## src/rtl/result_drain_pkg.sv

```systemverilog
// Shared definitions for the systolic-array result path: default array
// geometry and the drain FSM states, so array, feeder and drain agree.
package result_drain_pkg;

  localparam int DEFAULT_N = 4;
  localparam int DEFAULT_W = 8;

  typedef enum logic [0:0] {
    IDLE  = 1'b0,
    DRAIN = 1'b1
  } drain_state_e;

endpackage

```

## src/rtl/result_drain_shadow_bank.sv

```systemverilog
// Shadow copy of the PE accumulators: parallel load of all N*N results,
// combinational read of one element by row-major index.
module shadow_bank
  import result_drain_pkg::*;
#(
  parameter int N = DEFAULT_N,
  parameter int W = DEFAULT_W
) (
  input  logic                     clk,
  input  logic                     load,
  input  logic [N*N*W-1:0]         load_data,
  input  logic [$clog2(N*N)-1:0]   rd_idx,
  output logic [W-1:0]             rd_data
);

  logic [W-1:0] bank_q [N*N];
  logic [W-1:0] bank_d [N*N];

  always_comb begin
    for (int k = 0; k < N*N; k++) begin
      bank_d[k] = load ? load_data[k*W +: W] : bank_q[k];
    end
  end

  // No reset: contents are only observable after a capture has loaded them.
  always_ff @(posedge clk) begin
    bank_q <= bank_d;
  end

  assign rd_data = bank_q[rd_idx];

endmodule

```

## src/rtl/result_drain.sv

```systemverilog
// Captures the systolic array's accumulators on start, clears the array,
// and streams the captured results out one element per valid/ready beat.
module result_drain
  import result_drain_pkg::*;
#(
  parameter int N = DEFAULT_N,
  parameter int W = DEFAULT_W
) (
  input  logic                     clk,
  input  logic                     rst,
  input  logic                     start,
  input  logic [N*N*W-1:0]         acc_in,
  output logic                     clear_out,
  output logic                     busy,
  output logic [W-1:0]             out_data,
  output logic [$clog2(N*N)-1:0]   out_index,
  output logic                     out_valid,
  input  logic                     out_ready,
  output logic                     out_last,
  output logic                     dropped
);

  localparam int             IW       = $clog2(N*N);
  localparam logic [IW-1:0]  LAST_IDX = IW'(N*N-1);

  drain_state_e  state_q, state_d;
  logic [IW-1:0] idx_q, idx_d;
  logic          clear_q, clear_d;
  logic          dropped_q, dropped_d;
  logic          draining, at_last, xfer, accept;
  logic [W-1:0]  shadow_data;

  // A new capture is taken when idle, or back-to-back on the final beat.
  always_comb begin
    draining  = (state_q == DRAIN);
    at_last   = (idx_q == LAST_IDX);
    xfer      = draining && out_ready;
    accept    = start && (!draining || (xfer && at_last));
    state_d   = state_q;
    idx_d     = idx_q;
    clear_d   = accept;
    dropped_d = dropped_q | (start & ~accept);
    if (accept) begin
      state_d = DRAIN;
      idx_d   = '0;
    end else if (xfer) begin
      if (at_last) begin
        state_d = IDLE;
        idx_d   = '0;
      end else begin
        idx_d = idx_q + 1'b1;
      end
    end
  end

  always_ff @(posedge clk) begin
    if (rst) begin
      state_q   <= IDLE;
      idx_q     <= '0;
      clear_q   <= 1'b0;
      dropped_q <= 1'b0;
    end else begin
      state_q   <= state_d;
      idx_q     <= idx_d;
      clear_q   <= clear_d;
      dropped_q <= dropped_d;
    end
  end

  shadow_bank #(
    .N (N),
    .W (W)
  ) u_shadow_bank (
    .clk       (clk),
    .load      (accept && !rst),
    .load_data (acc_in),
    .rd_idx    (idx_q),
    .rd_data   (shadow_data)
  );

  assign clear_out = clear_q;
  assign busy      = draining;
  assign out_valid = draining;
  assign out_last  = draining && at_last;
  assign out_index = draining ? idx_q : '0;
  assign out_data  = draining ? shadow_data : '0;
  assign dropped   = dropped_q;

endmodule

```

## config.mk

```make
export PLATFORM = sky130hd
export DESIGN_NAME = result_drain
export DESIGN_NICKNAME = d
export VERILOG_FILES = /design/src/rtl/result_drain_pkg.sv /design/src/rtl/result_drain_shadow_bank.sv /design/src/rtl/result_drain.sv
export SDC_FILE = /design/constraint.sdc
export NUM_CORES = 1
export LEC_CHECK = 0
export BUFFER_PORTS_ARGS = -buffer_cell sky130_fd_sc_hd__buf_2
export CORE_MARGIN = 5
export CORE_UTILIZATION = 29
export CTS_CLUSTER_DIAMETER = 150
export DETAILED_ROUTE_END_ITERATION = 16
export REMOVE_ABC_BUFFERS = 1
export SYNTH_ARGS = -nofsm -noshare
export SYNTH_HDL_FRONTEND = slang
export SYNTH_SLANG_ARGS = --single-unit
```

## constraint.sdc

```tcl
create_clock -name clk -period 8 [get_ports clk]
set_input_delay 0.8 -clock clk [delete_from_list [all_inputs] [get_ports clk]]
set_output_delay 0.8 -clock clk [all_outputs]
set_load 0.005 [all_outputs]
```

==> results.py <==
metrics = {
    "routing": {
        "num_vias": 2946,
        "drt-initial-drc-count": 164,
        "remaining_drc_errors": 0,
        "drt.antenna.violating_nets": 0,
        "viasPerCell": 4.48,
        "wl_um": 11900,
        "first_pass_iters": 4,
        "wl_per_cell_um": 18.0,
    },
    "layout": {
        "fin_nets": 550,
        "layout.cells.non_filler": 658,
        "diodes": 0,
        "area_growth_pct": 27.8,
        "num-fill-cells": 1724,
        "drive_gt1_share_pct": 48.5,
    },
    "critical_path": {
        "startpoint_type": "flop",
        "cp-startpoint": "idx_q[1]$_SDFFE_PP0N_",
        "arrival_ps": 2520,
        "reg2reg_from": "idx_q[1]$_SDFFE_PP0N_",
        "endpoint_kind": "output pin",
        "critical_path_required_ps": 7200,
        "path_class": "flop to output pin",
        "crit_fanout": 18,
    },
    "cts": {
        "cts_setup_buffers": 0,
        "clkTransAtPathRegs_ps": 60,
        "h-tree-depth": 4,
        "insertion_delay_ps": 410,
        "cts_tree": "built",
        "root_buffer": "clkbuf_16",
        "hold_buffers": 0,
        "cts_resized": 0,
        "cts_max_path_buffers": 2,
        "cts.sinks": 135,
        "cts_made_buffers": 17,
    },
    "yosys": {
        "synth-seq-cells": 135,
        "synth_area_sq_um": 5340,
        "syn_inst": 260,
        "synth_mux_area_share_pct": 15.0,
        "synth_adder_area_share_pct": 0.234,
        "synth_top_cell_area_share_pct": 72.0,
        "ys_warn_count": 0,
        "async_flop_share_pct": 0,
        "synth-xor-area-share_pct": 0.164,
        "synth_edf_count": 128,
        "synth_compound_area_share_pct": 4.92,
        "synth.largest_area_cell": "edfxtp_1",
        "yosys.area_share.simple_pct": 2.30,
        "yosys_most_used_dff": "edfxtp_1",
        "netlist_top_cells_area": "edfxtp_1 (72%), mux4_2 (6.3%), mux2i_1 (4.5%)",
        "synth_top_family_by_area": "multiplexers",
        "synth-seq-area-share_pct": 74.6,
        "synth.distinct_cells": 33,
        "syn_avg_cell_area_sq_um": 20.5,
    },
    "sta": {
        "rsz0062_at_grt": "false",
        "slew_violations": 0,
        "setup_viol": 0,
        "slew_headroom_pct": 41.5,
        "fin_worst_skew_ps": 6.79,
        "period_minus_slack_ps": 3320,
        "timing.fmax_mhz": 301,
        "worst_slew_pin_slew_ps": 877,
        "setup-tns-final_ps": 0,
        "hold_viol": 0,
        "timing.final.crit_share_pct": 41.6,
    },
    "global_routing": {
        "grt_pass1_wl_um": 18600,
        "antenna_found_initial": 0,
        "globalRouteOverflowTotal": 0,
        "grt_pass1_vias": 3423,
        "grt_usage_pct": 11.4,
        "grt_max_degree": 69,
    },
    "pwr": {
        "clkPwrFrac_pct": 44.9,
        "ir_drop_mv": 0.135,
        "p_per_area_nw_per_um2": 238,
        "leakagePower_uw": 0.00249,
        "p_sw_share_pct": 20.0,
        "pwr-share-comb_pct": 5.0,
        "p_seq_share_pct": 50.1,
        "power.switching_uw": 324,
        "intPower_uw": 1300,
    },
    "floorplan": {
        "coreArea_sq_um": 18000,
        "die_area_sq_um": 21200,
        "start_util_pct": 29.6,
        "die_width_um": 146,
        "rows": 49,
        "die_y_um": 146,
        "ios": 149,
    },
    "min_path": {
        "hold_start": "dropped$_SDFF_PP0_",
        "hp-class": "flop to flop",
    },
    "outcome": {
        "status": "complete, no violations",
    },
    "placed_design": {
        "io_buffers": 148,
        "placed_cells": 627,
        "place_congestion": 0.716,
        "dp_hpwl_um": 8000,
    },
    "run": {
        "drv_cap": 0,
    },
}
synthesized netlist by cell type, types with 2 or more instances:
library cell	instances
inv_1	2
nand2_1	5
dfxtp_1	7
buf_4	3
and2_1	4
mux4_2	15
nand3_1	3
mux2i_1	24
a221oi_2	8
o21ai_1	16
nor2_1	8
edfxtp_1	128
buf_6	5
mux4_1	8
and2b_1	2
buf_2	3
a21oi_1	3
power groups by stage:
stage	Clock [uW]	Sequential [uW]	Combinational, uW
finish	728	813	81.9
global route	784	815	91.0
CTS	750	813	84.7
detailed placement	0	828	84.3
global placement	0	826	81.8
floorplan	0	832	32.0
layout by cell type, fill, tap and decap left out, types with 3 or more instances in the layout:
| cell type | Yosys | layout |
|---|---|---|
| mux2i_1 | 24 | 24 |
| and2_1 | 4 | 4 |
| buf_2 | 3 | 148 |
| mux4_2 | 15 | 15 |
| clkbuf_1 | 1 | 3 |
| o21ai_1 | 16 | 16 |
| edfxtp_1 | 128 | 128 |
| a221oi_2 | 8 | 8 |
| mux4_1 | 8 | 8 |
| a21oi_1 | 3 | 3 |
| buf_4 | 3 | 5 |
| dfxtp_2 | 0 | 3 |
| clkinv_2 | 0 | 6 |
| dfxtp_1 | 7 | 4 |
| nor2_1 | 8 | 7 |
| nand3_1 | 3 | 3 |
| clkbuf_16 | 0 | 17 |
| nand2_1 | 5 | 5 |
metal layers:
| metal | vias to the layer above | routed length [um] | track usage (%) |
|---|---|---|---|
| met5 | - | 0 | 0 |
| met3 | 14 | 647 | 4.02 |
| met2 | 104 | 5820 | 18.2 |
| li1 | 1392 | - | - |
| met4 | 0 | 170 | 3.78 |
| met1 | 1436 | 5220 | 14.6 |
metrics by stage:
step	total power [uW]	setup slack, ps	utilization, %	hold WS (ps)	area, sq um
detailed placement	912	5000	34.8	500	6280
finish	1620	4680	37.9	497	6820
CTS	1650	4550	37.9	514	6820
global placement	908	5020	34.8	442	6280
global route	1690	4440	37.9	538	6820
floorplan	864	236	-	461	5200
worst max-delay path: stages, from the launching register on:
cell and delay [ps]:
dfxtp_2 560, buf_4 360, and2_1 680, a221oi_2 120, o21ai_1 110, o21ai_1 100
buf_2 160
flip-flops by register name, summed over array words and instances, names as in the netlist:
signal / flops
idx_q: 4
busy: 1
u_shadow_bank.bank_q: 128
dropped: 1
clear_out: 1
worst paths after layout:
check                                             to  slack (ps)  depth (start not counted)
setup / recovery                         out_data[7]        4680                          6
hold / removal                    dropped$_SDFF_PP0_         500                          2
setup reg to reg  u_shadow_bank.bank_q[90]$_DFFE_PP_        5160                          7
hold reg to reg                   dropped$_SDFF_PP0_         500                          2
cell families after synthesis:
logic type / count (synthesis)
xor+xnor: 1
compound gates: 33
flops: 135
simple gates: 25
buf+inv: 17
fa+ha+maj: 1
mux: 48
area by class of cell:
| cell class | instances | area, sq um | area share, % |
|---|---|---|---|
| Multi-Input combinational cell | 108 | 1220 | 17.8 |
| Tap cell | 229 | 287 | 4.20 |
| Inverter | 2 | 7.51 | 0.110 |
| Sequential cell | 135 | 3990 | 58.4 |
| Clock inverter | 11 | 109 | 1.60 |
| Timing Repair Buffer | 153 | 778 | 11.4 |
| Clock buffer | 20 | 437 | 6.40 |
Power figures use the tool's default switching activity.
